[config.mk]
export PLATFORM = sky130hd
export DESIGN_NAME = ffd_universal_reg_flat
export DESIGN_NICKNAME = d
export VERILOG_FILES = /design/src/rtl/ffd_pkg.sv /design/src/rtl/ffd_universal_reg_if.sv /design/src/rtl/ffd_bit.sv /design/src/rtl/ffd_universal_reg.sv /design/src/flat_wrapper.sv
export SDC_FILE = /design/constraint.sdc
export NUM_CORES = 1
export LEC_CHECK = 0
export ABC_CLOCK_PERIOD_IN_PS = 4600
export BUFFER_PORTS_ARGS = -buffer_cell sky130_fd_sc_hd__buf_2
export CORE_AREA = 10 10 47 49
export DETAILED_ROUTE_END_ITERATION = 10
export DIE_AREA = 0 0 57 59
export PLACE_DENSITY = 0.78
export SLEW_MARGIN = 40
export SYNTH_ARGS = -nofsm -noshare
export SYNTH_HDL_FRONTEND = slang
export SYNTH_SLANG_ARGS = --single-unit
[constraint.sdc]
create_clock -name clk -period 4.6 [get_ports clk]
set_clock_uncertainty 0.05 [all_clocks]
set_input_delay 0.46 -clock clk [delete_from_list [all_inputs] [get_ports clk]]
set_output_delay 0.46 -clock clk [all_outputs]
set_load 0.05 [all_outputs]
[src/rtl/ffd_pkg.sv]
// ----------------------------------------------------------------------------
// ffd_pkg
// Shared definitions for the D-flip-flop register family.
//   MODE_HOLD..MODE_DEC : 3-bit operation codes for ffd_universal_reg.mode
//   WIDTH_MIN/WIDTH_MAX : legal register width range
//   width_ok()          : width legality check, reused by future register blocks
// ----------------------------------------------------------------------------
package ffd_pkg;

   localparam logic [2:0] MODE_HOLD = 3'b000;
   localparam logic [2:0] MODE_LOAD = 3'b001;
   localparam logic [2:0] MODE_SHL  = 3'b010;
   localparam logic [2:0] MODE_SHR  = 3'b011;
   localparam logic [2:0] MODE_ROL  = 3'b100;
   localparam logic [2:0] MODE_ROR  = 3'b101;
   localparam logic [2:0] MODE_INC  = 3'b110;
   localparam logic [2:0] MODE_DEC  = 3'b111;

   localparam int unsigned WIDTH_MIN = 2;
   localparam int unsigned WIDTH_MAX = 32;

   function automatic bit width_ok(input int unsigned w);
      return (w >= WIDTH_MIN) && (w <= WIDTH_MAX);
   endfunction

endpackage

[src/rtl/ffd_universal_reg_if.sv]
// ----------------------------------------------------------------------------
// ffd_universal_reg_if
// Bus bundle for ffd_universal_reg.
//   enable, mode, D, sin_r, sin_l : control/data into the register
//   Q, sout_l, sout_r, carry, zero : register contents and status out
// master : the block driving the register (datapath controller, testbench)
// slave  : the register itself
// ----------------------------------------------------------------------------
interface ffd_universal_reg_if
   import ffd_pkg::*;
#(
   parameter int WIDTH = 4
);

   logic             enable;
   logic [2:0]       mode;
   logic [WIDTH-1:0] D;
   logic             sin_r;
   logic             sin_l;
   logic [WIDTH-1:0] Q;
   logic             sout_l;
   logic             sout_r;
   logic             carry;
   logic             zero;

   modport master (
      output enable, mode, D, sin_r, sin_l,
      input  Q, sout_l, sout_r, carry, zero
   );

   modport slave (
      input  enable, mode, D, sin_r, sin_l,
      output Q, sout_l, sout_r, carry, zero
   );

endinterface

[src/rtl/ffd_bit.sv]
// ----------------------------------------------------------------------------
// ffd_bit
// Single D flip-flop with asynchronous active-low reset to a selectable value
// and a synchronous enable.
//   clk       : rising-edge clock
//   rst_n     : asynchronous active-low reset
//   rst_val_i : value taken while rst_n is low (tie to a constant)
//   en_i      : synchronous enable; flop holds when low
//   d_i       : next-state data
//   q_o       : flop output
// ----------------------------------------------------------------------------
module ffd_bit (
   input  logic clk,
   input  logic rst_n,
   input  logic rst_val_i,
   input  logic en_i,
   input  logic d_i,
   output logic q_o
);

   logic q_q;

   always_ff @(posedge clk or negedge rst_n) begin
      if (!rst_n) begin
         q_q <= rst_val_i;
      end else if (en_i) begin
         q_q <= d_i;
      end
   end

   assign q_o = q_q;

endmodule

[src/rtl/ffd_universal_reg.sv]
// ----------------------------------------------------------------------------
// ffd_universal_reg
// WIDTH-bit universal register: hold, load, shift left/right with serial in,
// rotate left/right, increment, decrement, with a registered carry/borrow
// flag and combinational zero and serial-out taps.
//   clk   : rising-edge clock
//   reset : asynchronous active-low reset (Q = RESET_VALUE, carry = 0)
//   bus   : ffd_universal_reg_if.slave
//             enable, mode[2:0], D, sin_r, sin_l in
//             Q, sout_l (Q MSB), sout_r (Q LSB), carry, zero (Q == 0) out
// Parameters
//   WIDTH       : register width, 2..32
//   RESET_VALUE : reset contents, truncated to WIDTH bits
// ----------------------------------------------------------------------------
module ffd_universal_reg
   import ffd_pkg::*;
#(
   parameter int          WIDTH       = 4,
   parameter logic [31:0] RESET_VALUE = 32'h0
) (
   input  logic            clk,
   input  logic            reset,
   ffd_universal_reg_if.slave bus
);

   if (!width_ok(WIDTH)) begin : g_width_err
      $error("ffd_universal_reg: WIDTH=%0d outside legal range 2..32", WIDTH);
   end

   localparam logic [WIDTH-1:0] RST_V = RESET_VALUE[WIDTH-1:0];

   logic [WIDTH-1:0] q_q;
   logic [WIDTH-1:0] q_d;
   logic             carry_q;
   logic             carry_d;

   // Mode mux. Carry is the bit pushed out of the register by the operation;
   // for INC/DEC it is the extra bit of a WIDTH+1 unsigned add/subtract.
   always_comb begin
      q_d     = q_q;
      carry_d = carry_q;
      case (bus.mode)
         MODE_HOLD: begin
            q_d     = q_q;
            carry_d = carry_q;
         end
         MODE_LOAD: begin
            q_d     = bus.D;
            carry_d = 1'b0;
         end
         MODE_SHL: begin
            q_d     = {q_q[WIDTH-2:0], bus.sin_r};
            carry_d = q_q[WIDTH-1];
         end
         MODE_SHR: begin
            q_d     = {bus.sin_l, q_q[WIDTH-1:1]};
            carry_d = q_q[0];
         end
         MODE_ROL: begin
            q_d     = {q_q[WIDTH-2:0], q_q[WIDTH-1]};
            carry_d = q_q[WIDTH-1];
         end
         MODE_ROR: begin
            q_d     = {q_q[0], q_q[WIDTH-1:1]};
            carry_d = q_q[0];
         end
         MODE_INC: begin
            {carry_d, q_d} = {1'b0, q_q} + {{WIDTH{1'b0}}, 1'b1};
         end
         MODE_DEC: begin
            // Borrow lands in the top bit: only 0 - 1 sets it.
            {carry_d, q_d} = {1'b0, q_q} - {{WIDTH{1'b0}}, 1'b1};
         end
         default: begin
            q_d     = q_q;
            carry_d = carry_q;
         end
      endcase
   end

   // Storage: one flop per Q bit plus one for carry, all sharing the enable.
   for (genvar i = 0; i < WIDTH; i++) begin : g_q
      ffd_bit u_bit (
         .clk       (clk),
         .rst_n     (reset),
         .rst_val_i (RST_V[i]),
         .en_i      (bus.enable),
         .d_i       (q_d[i]),
         .q_o       (q_q[i])
      );
   end

   ffd_bit u_carry (
      .clk       (clk),
      .rst_n     (reset),
      .rst_val_i (1'b0),
      .en_i      (bus.enable),
      .d_i       (carry_d),
      .q_o       (carry_q)
   );

   assign bus.Q      = q_q;
   assign bus.carry  = carry_q;
   assign bus.sout_l = q_q[WIDTH-1];
   assign bus.sout_r = q_q[0];
   assign bus.zero   = (q_q == '0);

   a_mode_known : assert property (
      @(posedge clk) disable iff (!reset) bus.enable |-> !$isunknown(bus.mode)
   );

endmodule

[src/flat_wrapper.sv]
// flat-port wrapper written by rule: the top's interface ports become plain ports
module ffd_universal_reg_flat import ffd_pkg::*;
#(
   parameter int          WIDTH       = 4,
   parameter logic [31:0] RESET_VALUE = 32'h0
)
  (clk, reset, bus_enable, bus_mode, bus_D, bus_sin_r, bus_sin_l, bus_Q, bus_sout_l, bus_sout_r, bus_carry, bus_zero);
  ffd_universal_reg_if #(.WIDTH(WIDTH)) bus_i ();
  input  logic clk;
  input  logic reset;
  input wire logic [$bits(bus_i.enable)-1:0] bus_enable;
  input wire logic [$bits(bus_i.mode)-1:0] bus_mode;
  input wire logic [$bits(bus_i.D)-1:0] bus_D;
  input wire logic [$bits(bus_i.sin_r)-1:0] bus_sin_r;
  input wire logic [$bits(bus_i.sin_l)-1:0] bus_sin_l;
  output wire logic [$bits(bus_i.Q)-1:0] bus_Q;
  output wire logic [$bits(bus_i.sout_l)-1:0] bus_sout_l;
  output wire logic [$bits(bus_i.sout_r)-1:0] bus_sout_r;
  output wire logic [$bits(bus_i.carry)-1:0] bus_carry;
  output wire logic [$bits(bus_i.zero)-1:0] bus_zero;
  assign bus_i.enable = bus_enable;
  assign bus_i.mode = bus_mode;
  assign bus_i.D = bus_D;
  assign bus_i.sin_r = bus_sin_r;
  assign bus_i.sin_l = bus_sin_l;
  assign bus_Q = bus_i.Q;
  assign bus_sout_l = bus_i.sout_l;
  assign bus_sout_r = bus_i.sout_r;
  assign bus_carry = bus_i.carry;
  assign bus_zero = bus_i.zero;
  ffd_universal_reg #(.WIDTH(WIDTH), .RESET_VALUE(RESET_VALUE)) u_core (.clk(clk), .reset(reset), .bus(bus_i));
endmodule
==> results.txt <==
The run gives 2.831 ns as the post-placement setup slack. The prevailing post-synth register cell is sky130_fd_sc_hd__dfrtp_1. The chip width is 57 um, and the number of buffer cells added on primary ports is 19. The area fraction of the dominant cell type after synthesis came out at 0.2020.

The combinational family with the most area after synthesis was compound AO/OA/AOI/OAI gates. The run gives 0 as the final number of max-transition violations. Counting flops with a built-in enable in the synthesized netlist gives 0. VDD sags by at most 0.0002730 V.

The most common cell in the synthesized netlist is sky130_fd_sc_hd__nand2_1. The count of hold buffers inserted by post-cts repair came out at 1. The run gives 75 as the cell count after synthesis. The worst slew margin relative to its limit is 0.5743.

In the post-synthesis netlist, the biggest area contributors are sky130_fd_sc_hd__dfrtp_1, sky130_fd_sc_hd__buf_6, sky130_fd_sc_hd__nand2_1. The CTS sink count was 5. The type of the setup path with the least slack was reg -> out.

The number of global-route vias before repair was 597. The share of cells above drive strength 1 works out to 0.3258. The clock network power share was 0.213; the sequential group share of total power was 0.277. In this run the static leakage power is 0.0003302 uW. At the end of routability-driven placement, the weighted congestion stood at 0.8384. The slowest stage of the critical path belongs to the cell sky130_fd_sc_hd__dfrtp_1. The sequential standard cell area was 125.1 um2. STA puts the critical path data required time at 4.09 ns. The fraction of registers with async set/reset is 1.000, and the via count is 582.

The number of violations reported at the end of detailed-routing iteration 0 is 12, and the post-synthesis xor/xnor area fraction is 0.02828. The combinational fraction of design power is 0.510. The library cell used as clock root buffer is sky130_fd_sc_hd__clkbuf_4. The maximum buffer depth of the clock tree was 2; the sequential-to-total area share from yosys stat was 0.2020. Dividing the detail-routed via count by the number of cells gives 5.543. Once detail routing completed, the nets flagged for antenna violations numbered 0. Traced cell by cell, the critical path runs through inv_1 -> ha_1 -> and2_1 -> buf_2. The flop and latch count out of synthesis works out to 5. During I/O placement, the number of pins put on the boundary was 20. The cell-internal power came out at 129.5 uW. The logs give 510.2 MHz for the highest attainable clock frequency and 3 for the clock buffer count from CTS. Clock-pin slew was measured on the worst setup and hold paths at 0.05 ns.

Summed over all layers, the routed wires come to 1.616 mm. By count the netlist is led by sky130_fd_sc_hd__nand2_1, sky130_fd_sc_hd__buf_4, sky130_fd_sc_hd__dfrtp_1, sky130_fd_sc_hd__inv_1. Class of the worst hold path: in -> reg. The largest area contributor in the synthesized netlist was sky130_fd_sc_hd__dfrtp_1.

The run gives 0.4420 as the initial core utilization. The run gives 1 as the depth of the CTS H-tree. The net count of the finished layout was 105. In this run the power spent charging and discharging nets is 133.2 uW. The period utilization came out at 0.4261. For the worst-skew pair, the clock arrives at the later sink with an insertion delay of 0.26 ns. Arrival time reported for the critical path endpoint: 1.45 ns. Counting the fill cells in the layout gives 155. The growth of design area from synthesis to finish was 10.30%.

The flow ran to the end, and the final reports show no timing, DRC or antenna violations. The switching share of power came out at 0.5071. In this design, the stage delay of the slowest critical-path cell is 0.56 ns.

The kind of end point of the critical path is an output port. The area of the multi-input gates was 387.9 um2; the fraction of the mapped netlist area in adder cells was 0.06061. Averaged over all synthesized cells, the footprint is 8.258 um2. The final routed wire length divided by cell count is 15.39 um, and the number of optimization iterations in the first detailed-route pass is 4. The multiplexer area fraction after synthesis was 0.04848; the post-layout worst setup margin was 2.640 ns. In this run the power density over the cells is 384.5 nW/um2. The logs give 0 for the setup violation total in the final timing report and 16 for the pin count of the biggest net entering global routing. STA classifies the critical path startpoint as a flop. The number of violations of the max-capacitance limit was 0. In the routed design, unresolved DRC markers number 0. In this run the post-CTS setup repair buffer count came out at 0. The synthesis warning total was 0. The final number of hold-violating endpoints came out at 0.

Setup repair after global routing left no endpoint under its margin. The simple-gate portion of the synthesized area came out at 0.2040. TritonCTS built the clock tree. The worst path needs 1.960 ns of the cycle, external delays included. Detailed placement ended at an HPWL of 1.242 mm. The total area inside the core boundary comes to 1401 um2. In this run the core area contains 14 standard-cell rows.

The maximum net fanout on the critical path is 12. Die area: 3363 um2. 0 antenna diodes ended up in the layout. The post-synthesis instance area is 619.3 um2, and the first-pass GRT wire length is 2.677 mm. The logs give 0 for the number of antenna violations at the first check in global routing and 0 for the number of instances resized during post-cts repair. The count of unique library cells instantiated by Yosys is 33. The overall global routing resource usage is 0.09701. Setup total negative slack on the finished layout was measured at 0 ns. In this run the vertical extent of the chip is 59 um. The actual transition at the worst max-transition pin came out at 0.6332 ns. Synthesis produced a netlist with a net count of 90.

The overall overflow remaining after global route was 0; the synthesized-area fraction occupied by ao, oa, aoi and oai cells was 0.2848.
power by group through the flow:
stage	registers (uW)	clock network, uW	logic, uW
finish	72.7	56.0	134
CTS	72.7	56.8	135
detailed placement	73.0	0	134
floorplan	81.6	0	110
global placement	72.5	0	132
global route	75.0	59.5	145
critical path, delay by kind of cell (launching register included):
| family | cells | cell delay, ns |
|---|---|---|
| DFF | 1 | 0.56 |
| adders and majority gates | 1 | 0.20 |
| and+or+nand+nor | 1 | 0.12 |
| buffers and inverters | 2 | 0.31 |
cells in the final DEF, fill, tap and decap left out, types with 2 or more instances in the layout:
cell | netlist | layout
sky130_fd_sc_hd__and2b_2 | 2 | 2
sky130_fd_sc_hd__nand2_1 | 11 | 11
sky130_fd_sc_hd__dfrtp_1 | 5 | 5
sky130_fd_sc_hd__clkbuf_4 | 0 | 3
sky130_fd_sc_hd__a32o_1 | 3 | 3
sky130_fd_sc_hd__a211oi_1 | 2 | 2
sky130_fd_sc_hd__o31ai_1 | 2 | 2
sky130_fd_sc_hd__ha_1 | 3 | 3
sky130_fd_sc_hd__buf_2 | 1 | 19
sky130_fd_sc_hd__inv_1 | 5 | 5
sky130_fd_sc_hd__a21oi_1 | 2 | 2
sky130_fd_sc_hd__a32oi_1 | 2 | 2
sky130_fd_sc_hd__mux2i_1 | 3 | 3
sky130_fd_sc_hd__o21ai_1 | 2 | 2
sky130_fd_sc_hd__nor2_1 | 4 | 4
sky130_fd_sc_hd__o21ai_0 | 3 | 3
worst paths after layout:
path	startpoint	to	slack (ns)	cells after the start
hold / removal	bus_enable	u_core.g_q[3].u_bit.q_o	0.47	2
min in group asynchronous	reset	u_core.u_carry.q_o	0.50	2
max in group asynchronous	reset	u_core.g_q[2].u_bit.q_o	3.86	2
setup reg to reg	u_core.g_q[0].u_bit.q_o	u_core.g_q[1].u_bit.q_o	2.80	6
hold reg to reg	u_core.u_carry.q_o	u_core.u_carry.q_o	0.49	2
setup / recovery	u_core.g_q[0].u_bit.q_o	bus_zero	2.64	4
cell families after synthesis:
| family | Yosys count |
|---|---|
| mux | 3 |
| fa+ha+maj | 3 |
| flops | 5 |
| xor+xnor | 2 |
| simple gates | 24 |
| compound gates | 23 |
| buf+inv | 15 |
final cells by class:
class / instances / area share
tap: 16 / 0.02930
inverter: 5 / 0.02747
sequential: 5 / 0.1832
clock buffer: 4 / 0.03846
multi-input combinational: 55 / 0.5678
timing repair buffer: 20 / 0.1538
flip-flops by register name, indices dropped and copies added (netlist names):
name / cells
u_core.g_q.u_bit.q_o: 4
u_core.u_carry.q_o: 1
metrics by stage:
step	total power, uW	area [um2]	utilization	cells	hold WS, ns
4_1_cts	264.6	683.2	0.4875	105	0.4594
3_3_place_gp	204.9	646.9	0.4616	100	0.2290
2_1_floorplan	191.2	619.3	-	75	0.1144
5_1_grt	279.7	683.2	0.4875	105	0.4616
6_report	262.7	683.2	0.4875	105	0.4652
3_5_place_dp	206.9	646.9	0.4616	100	0.2324
metal layers:
layer  part of all wire  track usage
met5                  0            0
met4              0.024      0.06711
met3              0.053      0.02361
met2               0.50       0.1612
met1               0.43       0.1063
Power figures use the tool's default switching activity.
